$ cat config.mk
export PLATFORM = sky130hd
export DESIGN_NAME = val2_shift_pipe
export DESIGN_NICKNAME = d
export VERILOG_FILES = /design/src/rtl/val2_pkg.sv /design/src/rtl/val2_shift_core.sv /design/src/rtl/val2_shift_pipe.sv
export SDC_FILE = /design/constraint.sdc
export NUM_CORES = 1
export LEC_CHECK = 0
export ABC_AREA = 1
export CORE_AREA = 5 5 188 171
export CTS_BUF_LIST = sky130_fd_sc_hd__clkbuf_2 sky130_fd_sc_hd__clkbuf_4 sky130_fd_sc_hd__clkbuf_8
export DETAILED_ROUTE_END_ITERATION = 6
export DIE_AREA = 0 0 193 176
export GPL_TIMING_DRIVEN = 0
export HOLD_SLACK_MARGIN = 0.02
export PLACE_DENSITY = 0.5
export SYNTH_ARGS = -nofsm -noshare
export SYNTH_HDL_FRONTEND = slang
export SYNTH_SLANG_ARGS = --single-unit
export TNS_END_PERCENT = 30
$ cat constraint.sdc
create_clock -name clk -period 1.5 [get_ports clk]
set_input_delay 0.225 -clock clk [delete_from_list [all_inputs] [get_ports clk]]
set_output_delay 0.225 -clock clk [all_outputs]
set_load 0.02 [all_outputs]
$ cat src/rtl/val2_pkg.sv
// Shared constants for the operand-2 generator: shift type codes and the
// bit positions of the fields inside the 12-bit shifter-operand.
package val2_pkg;

  localparam logic [1:0] SH_LSL = 2'b00;
  localparam logic [1:0] SH_LSR = 2'b01;
  localparam logic [1:0] SH_ASR = 2'b10;
  localparam logic [1:0] SH_ROR = 2'b11;

  localparam int IMM8_LSB  = 0;
  localparam int IMM8_MSB  = 7;
  localparam int ROT_LSB   = 8;
  localparam int ROT_MSB   = 11;
  localparam int SHAMT_LSB = 7;
  localparam int SHAMT_MSB = 11;
  localparam int TYPE_LSB  = 5;
  localparam int TYPE_MSB  = 6;

  // Wide enough for Rs[7:0] and for DATA_W itself (up to 64).
  localparam int AMT_W = 9;

endpackage

$ cat src/rtl/val2_shift_core.sv
// Combinational barrel shifter: LSL/LSR/ASR/ROR by a pre-decoded amount, plus
// RRX, producing the result and the last bit shifted out.
module val2_shift_core
  import val2_pkg::*;
#(
  parameter int DATA_W  = 32,
  parameter int SHAMT_W = $clog2(DATA_W)
) (
  input  logic [DATA_W-1:0] i_rm,
  input  logic              i_carryIn,
  input  logic [AMT_W-1:0]  i_amount,
  input  logic [1:0]        i_shiftType,
  input  logic              i_rrx,
  output logic [DATA_W-1:0] o_result,
  output logic              o_carry
);

  localparam logic [AMT_W-1:0] FULL_AMT = AMT_W'(DATA_W);

  logic [DATA_W:0]        w_lslFull;
  logic [DATA_W:0]        w_lsrFull;
  logic signed [DATA_W:0] w_asrFull;
  logic [AMT_W-1:0]       w_asrAmt;
  logic [DATA_W-1:0]      w_rorResult;

  // One extra bit beside the operand catches the carry; large amounts
  // naturally shift everything (carry included) out to zero.
  assign w_lslFull   = {1'b0, i_rm} << i_amount;
  assign w_lsrFull   = {i_rm, 1'b0} >> i_amount;
  assign w_asrAmt    = (i_amount > FULL_AMT) ? FULL_AMT : i_amount;
  assign w_asrFull   = $signed({i_rm, 1'b0}) >>> w_asrAmt;
  assign w_rorResult = DATA_W'({i_rm, i_rm} >> i_amount[SHAMT_W-1:0]);

  always_comb begin
    o_result = i_rm;
    o_carry  = i_carryIn;
    if (i_rrx) begin
      o_result = {i_carryIn, i_rm[DATA_W-1:1]};
      o_carry  = i_rm[0];
    end else if (i_amount != '0) begin
      case (i_shiftType)
        SH_LSL:  {o_carry, o_result} = w_lslFull;
        SH_LSR:  {o_result, o_carry} = w_lsrFull;
        SH_ASR:  {o_result, o_carry} = w_asrFull;
        default: begin
          // A rotate's last bit out always lands in the result MSB.
          o_result = w_rorResult;
          o_carry  = w_rorResult[DATA_W-1];
        end
      endcase
    end
  end

endmodule

$ cat src/rtl/val2_shift_pipe.sv
// EXE-stage operand-2 generator: decodes the shifter-operand field, runs the
// shift core and registers the result behind a valid/ready pipeline.
module val2_shift_pipe
  import val2_pkg::*;
#(
  parameter int  DATA_W      = 32,
  parameter int  PIPE_STAGES = 1,
  localparam int SHAMT_W     = $clog2(DATA_W)
) (
  input  logic              clk,
  input  logic              rst_n,
  input  logic              in_valid,
  output logic              in_ready,
  input  logic [DATA_W-1:0] rm,
  input  logic [DATA_W-1:0] rs,
  input  logic [11:0]       shift_operand,
  input  logic              immediate,
  input  logic              reg_shift,
  input  logic              is_mem,
  input  logic              carry_in,
  output logic              out_valid,
  input  logic              out_ready,
  output logic [DATA_W-1:0] val2,
  output logic              shift_carry,
  output logic              busy
);

  logic [DATA_W-1:0] w_decOperand;
  logic [AMT_W-1:0]  w_decAmount;
  logic [1:0]        w_decType;
  logic              w_decRrx;

  logic [DATA_W-1:0] w_coreOperand;
  logic [AMT_W-1:0]  w_coreAmount;
  logic [1:0]        w_coreType;
  logic              w_coreRrx;
  logic              w_coreCarryIn;
  logic [DATA_W-1:0] w_coreResult;
  logic              w_coreCarry;

  logic              r_outValid;
  logic [DATA_W-1:0] r_val2;
  logic              r_shiftCarry;
  logic              w_outReady;
  logic              w_outLoad;
  logic              w_stageBusy;
  logic              w_unusedRsBits;

  assign w_unusedRsBits = ^rs[DATA_W-1:8];

  // Every mode is reduced to (operand, amount, type, rrx); amount 0 means
  // pass the operand through with carry_in, which covers is_mem and LSL #0.
  always_comb begin
    w_decOperand = rm;
    w_decAmount  = '0;
    w_decType    = SH_LSL;
    w_decRrx     = 1'b0;
    if (is_mem) begin
      w_decOperand = {{(DATA_W-12){1'b0}}, shift_operand};
    end else if (immediate) begin
      w_decOperand = {{(DATA_W-8){1'b0}}, shift_operand[IMM8_MSB:IMM8_LSB]};
      w_decAmount  = {4'b0, shift_operand[ROT_MSB:ROT_LSB], 1'b0};
      w_decType    = SH_ROR;
    end else if (reg_shift) begin
      w_decAmount  = {1'b0, rs[7:0]};
      w_decType    = shift_operand[TYPE_MSB:TYPE_LSB];
    end else begin
      w_decType    = shift_operand[TYPE_MSB:TYPE_LSB];
      w_decAmount  = {4'b0, shift_operand[SHAMT_MSB:SHAMT_LSB]};
      if (shift_operand[SHAMT_MSB:SHAMT_LSB] == 5'd0) begin
        case (shift_operand[TYPE_MSB:TYPE_LSB])
          SH_LSR, SH_ASR: w_decAmount = AMT_W'(DATA_W);
          SH_ROR:         w_decRrx    = 1'b1;
          default:        w_decAmount = '0;
        endcase
      end
    end
  end

  assign w_outReady = !r_outValid || out_ready;

  generate
    if (PIPE_STAGES == 2) begin : g_twoStage
      logic              r_s1Valid;
      logic [DATA_W-1:0] r_s1Operand;
      logic [AMT_W-1:0]  r_s1Amount;
      logic [1:0]        r_s1Type;
      logic              r_s1Rrx;
      logic              r_s1CarryIn;

      assign in_ready = !r_s1Valid || w_outReady;

      always_ff @(posedge clk or negedge rst_n) begin
        if (!rst_n) begin
          r_s1Valid   <= 1'b0;
          r_s1Operand <= '0;
          r_s1Amount  <= '0;
          r_s1Type    <= SH_LSL;
          r_s1Rrx     <= 1'b0;
          r_s1CarryIn <= 1'b0;
        end else begin
          if (in_ready) r_s1Valid <= in_valid;
          if (in_valid && in_ready) begin
            r_s1Operand <= w_decOperand;
            r_s1Amount  <= w_decAmount;
            r_s1Type    <= w_decType;
            r_s1Rrx     <= w_decRrx;
            r_s1CarryIn <= carry_in;
          end
        end
      end

      assign w_coreOperand = r_s1Operand;
      assign w_coreAmount  = r_s1Amount;
      assign w_coreType    = r_s1Type;
      assign w_coreRrx     = r_s1Rrx;
      assign w_coreCarryIn = r_s1CarryIn;
      assign w_outLoad     = r_s1Valid && w_outReady;
      assign w_stageBusy   = r_s1Valid;
    end else begin : g_oneStage
      assign in_ready      = w_outReady;
      assign w_coreOperand = w_decOperand;
      assign w_coreAmount  = w_decAmount;
      assign w_coreType    = w_decType;
      assign w_coreRrx     = w_decRrx;
      assign w_coreCarryIn = carry_in;
      assign w_outLoad     = in_valid && in_ready;
      assign w_stageBusy   = 1'b0;
    end
  endgenerate

  val2_shift_core #(
    .DATA_W  (DATA_W),
    .SHAMT_W (SHAMT_W)
  ) u_core (
    .i_rm        (w_coreOperand),
    .i_carryIn   (w_coreCarryIn),
    .i_amount    (w_coreAmount),
    .i_shiftType (w_coreType),
    .i_rrx       (w_coreRrx),
    .o_result    (w_coreResult),
    .o_carry     (w_coreCarry)
  );

  // Data only loads on a transfer, so a stalled result holds still.
  always_ff @(posedge clk or negedge rst_n) begin
    if (!rst_n) begin
      r_outValid   <= 1'b0;
      r_val2       <= '0;
      r_shiftCarry <= 1'b0;
    end else begin
      if (w_outReady) r_outValid <= w_outLoad;
      if (w_outLoad) begin
        r_val2       <= w_coreResult;
        r_shiftCarry <= w_coreCarry;
      end
    end
  end

  assign out_valid   = r_outValid;
  assign val2        = r_val2;
  assign shift_carry = r_shiftCarry;
  assign busy        = r_outValid || w_stageBusy;

endmodule

Word level (Yosys, flattened, before mapping)
Index checks and enable logic that the tools add are counted.

cells by class
  bitwise logic cells = 0
  order comparisons = 1
  multiplexer cells = 21
  shift-type cells = 4
  eq/ne operators = 5
  reductions and logical operators = 7
  $add $sub $neg = 0
  $mul = 0
  div/mod/pow operators = 0

operators with widths
  kind                                                           number
  2-to-1 mux 32 bit                                              4
  one-hot mux 32 bit (3 select lines)                            1
  right shift 64 x 5 -> 32 bit                                   1
  left shift 32 x 9 -> 33 bit                                    1
  right shift 33 x 9 -> 33 bit                                   1
  >>> shifter 33 x 9 -> 33 bit                                   1
  2-to-1 mux 9 bit                                               2
  2-to-1 mux 8 bit                                               2
  one-hot mux 6 bit (2 select lines)                             1
  greater-than comparator 9 x 6 -> 1 bit, second input constant  1
  nonzero test 9 bit                                             1
  2-to-1 mux 1 bit                                               7
  == test 2 bit, second input constant                           3
  2-to-1 mux 6 bit                                               1
  logical NOT 5 bit                                              1
  == test 2 x 1 -> 1 bit, second input constant                  2
  2-to-1 mux 2 bit                                               2
  one-hot mux 1 bit (3 select lines)                             1
  logical NOT 2 bit                                              1
  OR reduction 2 bit                                             1
  logical AND 1 bit                                              1
  logical NOT 1 bit                                              1
  logical OR 1 bit                                               1

word-level totals
  register bits after elaboration = 34
  memories kept = 0
  word-level logic and storage cells = 41
  memory bits (read-only) = 0
  bits in writable memories = 0
  bits of input ports = 84
  output and inout port bits = 36
  bits in latches = 0

Depth between registers and ports, before layout
Gate-level depths: netlist of the first run.

  depth in word-level cells = 13
  mapped depth = 24
  mapped depth without buffers = 23

By module
A second synthesis of the first run with hierarchy kept.

unflattened totals
  cells, all modules = 1737
  area, all modules = 8539.4 um^2

modules (own cells, without submodules)
  module           seq. area each (um^2)  instances  area an instance (um^2)  cells each
  val2_shift_core  0.0                    1          6596.3                   1451
  val2_shift_pipe  850.8                  1          1943.1                   286

Least setup slack after synthesis of the first run
No wires, ideal clock.

  path type = input to register
  from = input port shift_operand[5]
  to = register r_val2[4], in the netlist val2[4]
  data required time = 1.379 ns
  library setup time = 0.121 ns
  setup slack = -0.738 ns
  buffers on the path = 2
  stages on the path = 20
  data arrival time = 2.117 ns
  cells stage by stage = ha_1 > inv_1 > nor2_1 > nand4_1 > nand2_1 > nand2_1 > nand3_2 > buf_2 > buf_2 > nand2_1 > o21ai_1 > nand2_1 > nand3_1 > nand3_1 > nand3_1 > nand3_1 > nand3_1 > nand3_1 > o21bai_1 > nand2_1

on the way
  word-level cells in the longest chain between the ends = 13
  elaborated cells between the ends (all ways) = 31
  classes of those cells = order compare: 1; eq/ne: 5; shift: 4; mux: 18; reduce/logical: 3

RTL lines
  item                                                            line                    text
  from (decl)                                                     val2_shift_pipe.sv:16   input logic [11:0] shift_operand,
  == test 2 x 1 -> 1 bit / == test 2 bit (equally long branches)  val2_shift_pipe.sv:71   case (shift_operand[TYPE_MSB:TYPE_LSB])
  OR reduction 2 bit                                              val2_shift_pipe.sv:71
  one-hot mux 6 bit (2 select lines)                              val2_shift_pipe.sv:71
  2-to-1 mux 6 bit                                                val2_shift_pipe.sv:70   if (shift_operand[SHAMT_MSB:SHAMT_LSB] == 5'd0) begin
  2-to-1 mux 8 bit                                                val2_shift_pipe.sv:64   end else if (reg_shift) begin
  2-to-1 mux 8 bit                                                val2_shift_pipe.sv:60   end else if (immediate) begin
  2-to-1 mux 9 bit                                                val2_shift_pipe.sv:58   if (is_mem) begin
  greater-than comparator 9 x 6 -> 1 bit                          val2_shift_core.sv:30   assign w_asrAmt = (i_amount > FULL_AMT) ? FULL_AMT : i_amount;
  2-to-1 mux 9 bit                                                val2_shift_core.sv:30
  >>> shifter 33 x 9 -> 33 bit                                    val2_shift_core.sv:31   assign w_asrFull = $signed({i_rm, 1'b0}) >>> w_asrAmt;
  one-hot mux 32 bit (3 select lines)                             val2_shift_core.sv:41   case (i_shiftType)
  2-to-1 mux 32 bit                                               val2_shift_core.sv:40   end else if (i_amount != '0) begin
  2-to-1 mux 32 bit (*)                                           val2_shift_core.sv:37   if (i_rrx) begin
  to (signal assigned)                                            val2_shift_pipe.sv:154  r_val2 <= w_coreResult;
  to (decl)                                                       val2_shift_pipe.sv:42   logic [DATA_W-1:0] r_val2;

Every way passes the cells marked *; elsewhere a longest branch is shown, timed or not.
A chain may end at the register's enable or synchronous reset.

Worst setup path after layout of the first run
  from = input port is_mem
  to = register r_val2[0], in the netlist val2[0]

on the way
  word-level cells in the longest chain between the ends = 7
  elaborated cells between the ends (all ways) = 17
  classes of those cells = order compare: 1; eq/ne: 2; shift: 4; mux: 8; reduce/logical: 2

RTL lines
  item                                    line                   text
  from (decl)                             val2_shift_pipe.sv:19  input logic is_mem,
  2-to-1 mux 9 bit                        val2_shift_pipe.sv:58
  greater-than comparator 9 x 6 -> 1 bit  val2_shift_core.sv:30
  2-to-1 mux 9 bit                        val2_shift_core.sv:30
  >>> shifter 33 x 9 -> 33 bit            val2_shift_core.sv:31
  one-hot mux 32 bit (3 select lines)     val2_shift_core.sv:41
  2-to-1 mux 32 bit                       val2_shift_core.sv:40
  2-to-1 mux 32 bit (*)                   val2_shift_core.sv:37

Marked as above.

==> key figures, run 1 <==
Placed design
  – Final HPWL DP: 47.00 mm
  – Setup WS pre-CTS: -2.831 ns
  – Placed Cells: 2291
  – Port bufs: 95
  – Routability cong.: 1.162

GRT
  – Vias in the first global route: 13506
  – Gr ovfl total: 0
  – Global-route met1 utilization: 47.03%
  – Met2 GRT Util: 50.60%
  – Global routing's busiest layer: met2
  – Global-route wire length before repair: 86.44 mm
  – Initial antenna violation count: 1
  – Met3 GRT Util: 6.623%
  – Largest net degree at the start of global routing: 35
  – Overall Global Routing Usage: 33.90%

STA
  – Final Hold Vio Count: 0
  – Min Tclk post-route: 2.581 ns
  – Clock skew: 0.006099 ns
  – Tcrit/Tclk final: 172.1%
  – Fin worst setup slack: -1.081 ns
  – Worst rel slew slack: 49.97%
  – Measured slew at the worst slew-check pin: 0.7505 ns
  – Worst hold slack: 0.4678 ns
  – Final setup vio count: 33
  – F_max: 387.4 MHz
  – RSZ-0062 raised after global routing: true
  – Slew Viols, Final: 0

Floorplan
  – I/O pin count: 120
  – Core Footprint: 0.02980 mm2
  – Cell Rows: 60
  – Initial core utilization: 29.69%
  – Die X: 193 um
  – Die area: 0.03397 mm2
  – Chip height: 176 um

Synthesis
  – Post-Syn Area: 0.008847 mm2
  – Top cells by area, synth: nand2_1 29%, nand3_1 12%, dfrtp_1 9.6%
  – Count of unique library cells instantiated by Yosys: 47
  – Yosys reg bits: 34
  – Mapped Avg Cell Area: 4.934 um2
  – Post-synth EDFFs: 0
  – Ys async rst share: 100.0%
  – Syn_nets: 1878
  – Largest area contributor in the netlist: nand2_1
  – Ys Warns: 0
  – Synth Flop Type: dfrtp_1
  – Post-Syn Instances: 1793
  – Post-synth top area share: 29.36%
  – Seq/Total Area, Yosys: 9.617%

Detailed routing
  – DR DRC count: 0
  – Drt total wl: 60.37 mm
  – 1st-iter DRT viols: 1862
  – Wire per inst: 25.15 um
  – Pre-antenna DRT Iters: 6
  – Vias per Instance: 6.003
  – Post-route ant nets: 0
  – Vias: 14406

Critical path
  – R2R depth: 6
  – Worst Setup SP: is_mem
  – Cell with the most instances on the worst path: buf_12
  – Worst path top cell family by delay: simple AND/OR/NAND/NOR gates
  – CP arrival: 2.77 ns
  – Crit path kind: input pin to register
  – Largest stage delay, worst path: 0.26 ns
  – CP Cell Sequence: buf_12 > nor2_4 > buf_12 > nand3_4 > buf_12 > buf_12 > nand2_4 > o21ai_4 > and2_4 > a21oi_4 > buf_4 > buf_4 > o21ai_0 > nand3_1 > nand2_1 > a22oi_2 > nand4_1 > nand2_1 > nand2_1
  – CP required: 1.69 ns
  – CP max-delay cell: a22oi_2
  – Critical path endpoint category: register
  – Worst Setup Start Kind: input pin
  – WP depth: 19
  – Worst path buffer plus inverter count: 6
  – R2R Setup Slk: -0.33 ns
  – CP Capture Point: val2[0]$_DFFE_PN0P_
  – Max FO, Critical Path: 7
  – RR Endpoint: val2[15]$_DFFE_PN0P_
  – RR Startpoint: busy$_DFFE_PN0N_

Pwr
  – Total power: 9276 uW
  – Sw Share: 56.99%
  – Internal Power: 3990 uW
  – Lkg Pwr: 0.006854 uW
  – Sw Pwr: 5286 uW
  – Peak supply drop: 0.3686 mV
  – Clock power share: 7.8%
  – Logic pwr share: 79.1%
  – Power Density: 658.8 mW/mm2
  – Sequential share of power: 13.1%

Clocking
  – CTS root buf: clkbuf_8
  – Clock buffer depth: 2
  – H-Tree Depth: 2
  – CTS tree: yes
  – Clock transition at the registers of the reported paths: 0.07 ns
  – Worst-skew pair later-pin latency: 0.30 ns
  – Sink Count: 34
  – Num CTS Buffers: 5

Cells and area
  – Antenna Cells: 0
  – Register area: 850.8 um2
  – Layout cell share with drive strength beyond 1: 36.10%
  – Fillers: 3219
  – Fin cells: 2400
  – Nets: 2081
  – Most common cell after layout, fill and taps aside: nand2_1
  – Most frequent cells in the layout: 582 x nand2_1, 141 x nand3_1, 103 x buf_4
  – Final Util: 47.24%
  – Area delta synth->final: 59.14%
  – Multi-input logic area: 0.009291 mm2

Min path
  – Hold Crit Class: register to register
  – HP Start: val2[8]$_DFFE_PN0P_

Run status
  – Failing checks: setup timing
  – Run status: complete, but fails checks

Flow run
  – Maxcap violations: 0
-- state kept, by name (all words and copies together), names as in the netlist --
name and cells:
busy 1, val2 32, shift_carry 1
-- synthesized netlist by cell type, types with 23 or more instances --
master / n
clkbuf_1: 40
a21oi_1: 63
nand3_1: 219
buf_2: 46
nand2_1: 692
dfrtp_1: 34
inv_1: 115
buf_1: 32
nor2_1: 115
o211ai_1: 23
nand4_1: 25
o21ai_0: 168
o21ai_1: 86
-- worst min-delay path, cell delays in order (launching register included) --
cell,delay (ns)
dfrtp_1,0.34
nand2_1,0.05
nand2_1,0.04
-- final cells by class --
cell class,count,share of cell area [%]
buffer,130,7.136
clock buffer,7,0.6398
clock inverter,1,0.03555
inverter,127,3.777
multi-input combinational,1503,65.99
sequential,34,6.043
tap,403,3.581
timing repair buffer,195,12.80
-- power groups by stage --
stage                     combinational (uW)  clock, uW  sequential, uW
after floorplan                         2950          0            1470
after global placement                  5470          0            1240
after detailed placement                5450          0            1240
after CTS                               6660        751            1220
after global routing                    7690        788            1240
final                                   7340        725            1210
-- worst min-delay path by stage --
stage	endpoint	slack (ns)	cells past startpoint
after global placement	val2[30]$_DFFE_PN0P_	0.47	2
after CTS	val2[22]$_DFFE_PN0P_	0.48	2
final	val2[8]$_DFFE_PN0P_	0.47	2
after detailed placement	busy$_DFFE_PN0N_	0.34	1
after global routing	val2[8]$_DFFE_PN0P_	0.51	2
after floorplan	busy$_DFFE_PN0N_	-0.07	0
-- timing repair --
item | 4_1_cts | 5_1_grt
gates resized for setup | 755 | 203
hold buffers | 1 | 0
buffers inserted | 63 | 28
endpoints found under the hold margin | 1 | 0
cloned | 10 | 0
pin swaps | 147 | 76
setup endpoints to repair | 51 | 51
-- cells by family after synthesis --
family | count (synthesis) | share of synthesized area [%]
compound gates | 399 | 24.82
fa+ha+maj | 1 | 0.1414
buf+inv | 257 | 12.13
flops | 34 | 9.617
mux | 14 | 1.584
simple gates | 1088 | 51.70
-- layer usage --
| layer | share of wire (%) | up-vias | routed length, um |
|---|---|---|---|
| met2 | 42 | 952 | 25380 |
| met3 | 12 | 208 | 7072 |
| met4 | 6.6 | 0 | 3980 |
| met1 | 40 | 6871 | 23940 |
| li1 | - | 6375 | - |
| met5 | 0 | - | 0 |
-- per-stage QoR --
| step | TNS (ns) | instance area [um2] |
|---|---|---|
| global route | -34.94 | 14080 |
| global placement | -104.92 | 10390 |
| CTS | -28.73 | 13170 |
| floorplan | -19.44 | 8931 |
| finish | -32.25 | 14080 |
| detailed placement | -86.87 | 10380 |
Power figures use the tool's default switching activity.
==> run 2, diff against run 1 <==
--- a/config.mk
+++ b/config.mk
@@ -13,7 +13,7 @@
 export GPL_TIMING_DRIVEN = 0
 export HOLD_SLACK_MARGIN = 0.02
 export PLACE_DENSITY = 0.5
+export SETUP_SLACK_MARGIN = 0.3
 export SYNTH_ARGS = -nofsm -noshare
 export SYNTH_HDL_FRONTEND = slang
 export SYNTH_SLANG_ARGS = --single-unit
-export TNS_END_PERCENT = 30
==> key figures, run 2 (synthesis gave the netlist of run 1 again) <==
Critical path
  – Worst Setup Start Kind: input pin
  – CP Capture Point: shift_carry$_DFFE_PN0P_
  – CP max-delay cell: or2_2
  – Max FO, Critical Path: 6
  – RR Endpoint: val2[5]$_DFFE_PN0P_
  – CP required: 1.69 ns
  – Largest stage delay, worst path: 0.27 ns
  – R2R Setup Slk: -0.30 ns
  – R2R depth: 7
  – Critical path endpoint category: register
  – CP Cell Sequence: buf_12 > nor2_4 > buf_6 > nand3_4 > buf_6 > buf_6 > buf_6 > buf_16 > a21oi_2 > a21oi_2 > o21ai_2 > o21ai_2 > or2_2 > nand2_1 > nand3_1 > nand2_1 > nand2_1 > inv_2 > nand3_2 > nand2_2 > nand2_2 > nand2_2 > nand2_1
  – RR Startpoint: busy$_DFFE_PN0N_
  – Crit path kind: input pin to register
  – CP arrival: 2.75 ns
  – Worst Setup SP: immediate

Min path
  – Hold depth: 2
  – Hold Crit Class: register to register

Pwr
  – Peak supply drop: 0.4924 mV
  – Power Density: 676.8 mW/mm2
  – Lkg Pwr: 0.007131 uW

Cells and area
  – Fillers: 3097
  – Antenna Cells: 0
  – Nets: 2137
  – Most common cell after layout, fill and taps aside: nand2_1
  – Fin cells: 2456
  – Most frequent cells in the layout: 555 x nand2_1, 135 x buf_4, 134 x nand3_1
  – Max FFs per register: 32
  – Multi-input logic area: 0.009938 mm2
  – Area delta synth->final: 73.61%
  – Register area: 850.8 um2
  – Layout cell share with drive strength beyond 1: 43.55%
  – Final Util: 51.54%

Placed design
  – Routability cong.: 1.061
  – Placed Cells: 2292
  – Final HPWL DP: 50.80 mm
  – Port bufs: 95
  – Setup WS pre-CTS: -2.810 ns

Detailed routing
  – Post-route ant nets: 0
  – 1st-iter DRT viols: 1949
  – Drt total wl: 66.92 mm
  – Vias per Instance: 6.061
  – Pre-antenna DRT Iters: 7
  – Vias: 14887
  – DR DRC count: 1
  – Wire per inst: 27.25 um

STA
  – Final setup vio count: 33
  – Min Tclk post-route: 2.561 ns
  – Worst rel slew slack: 48.37%
  – Tcrit/Tclk final: 170.7%
  – Measured slew at the worst slew-check pin: 0.7745 ns
  – F_max: 390.5 MHz
  – Clock skew: 0.01039 ns
  – Total Neg Setup Slack: -32.55 ns
  – Worst hold slack: 0.4792 ns
  – Final Hold Vio Count: 0
  – Fin worst setup slack: -1.061 ns
  – RSZ-0062 raised after global routing: true
  – Slew Viols, Final: 0

Clocking
  – CTS root buf: clkbuf_8
  – Worst-skew pair later-pin latency: 0.29 ns
  – Clock buffer depth: 2
  – Sink Count: 34
  – CTS tree: yes
  – H-Tree Depth: 2
  – Clock transition at the registers of the reported paths: 0.08 ns
  – Num CTS Buffers: 5

Run status
  – Run status: complete, but fails checks
  – Failing checks: DRC, setup timing

GRT
  – Global routing's busiest layer: met2
  – Global-route met1 utilization: 50.55%
  – Largest net degree at the start of global routing: 35
  – Met2 GRT Util: 57.02%
  – Global-route wire length before repair: 94.43 mm
  – Met3 GRT Util: 6.682%
  – Gr ovfl total: 0
  – Initial antenna violation count: 0
  – Vias in the first global route: 14071
  – Overall Global Routing Usage: 37.65%

Flow run
  – Maxcap violations: 0

Floorplan
  – Die area: 0.03397 mm2
  – Chip height: 176 um
  – Core Footprint: 0.02980 mm2
  – Initial core utilization: 29.69%
  – I/O pin count: 120
  – Cell Rows: 60
  – Die X: 193 um
[run 2: final cells by class]
type / count / area share [%]
timing repair buffer: 249 / 15.31
clock inverter: 3 / 0.4480
sequential: 34 / 5.539
tap: 403 / 3.283
buffer: 130 / 6.794
clock buffer: 5 / 0.4480
inverter: 127 / 3.470
multi-input combinational: 1505 / 64.70
[run 2: power breakdown]
| part | switching, uW | leakage (uW) | total (uW) | internal [uW] |
|---|---|---|---|---|
| sequential | 114 | 0.000437 | 1220 | 1110 |
| combinational | 5300 | 0.00663 | 8140 | 2840 |
| clock | 365 | 0.0000683 | 1030 | 666 |
[run 2: how the worst min path moves through the flow]
| stage | start | endpoint | slack, ns |
|---|---|---|---|
| floorplan | rst_n | busy$_DFFE_PN0N_ | -0.07 |
| global placement | val2[0]$_DFFE_PN0P_ | val2[0]$_DFFE_PN0P_ | 0.47 |
| detailed placement | rst_n | val2[7]$_DFFE_PN0P_ | 0.34 |
| CTS | val2[30]$_DFFE_PN0P_ | val2[30]$_DFFE_PN0P_ | 0.48 |
| global route | val2[6]$_DFFE_PN0P_ | val2[6]$_DFFE_PN0P_ | 0.51 |
| finish | val2[5]$_DFFE_PN0P_ | val2[5]$_DFFE_PN0P_ | 0.48 |
[run 2: metal layers]
layer,share of wire (%),vias to the layer above
li1,-,6490
met3,9.7,261
met5,0,-
met1,40,7148
met2,42,988
met4,7.8,0
[run 2: worst max-delay path: cells and delay by family]
kind,cells,cell delay [ns]
AOI/OAI and AO/OA,4,0.49
buffers and inverters,7,0.82
and+or+nand+nor,12,1.19
[run 2: stage by stage]
stage	total power, uW	cell area [um2]
after floorplan	4441	8977
after global placement	6944	10430
after detailed placement	6869	10440
after CTS	9524	14210
after global routing	10820	15360
final	10400	15360
[run 2: what timing repair did]
action,CTS,global route
setup endpoints to repair,69,56
hold buffers,1,0
gates resized for setup,933,276
cloned,21,2
hold endpoints to repair,20,0
buffers inserted,100,32
pin swaps,162,127
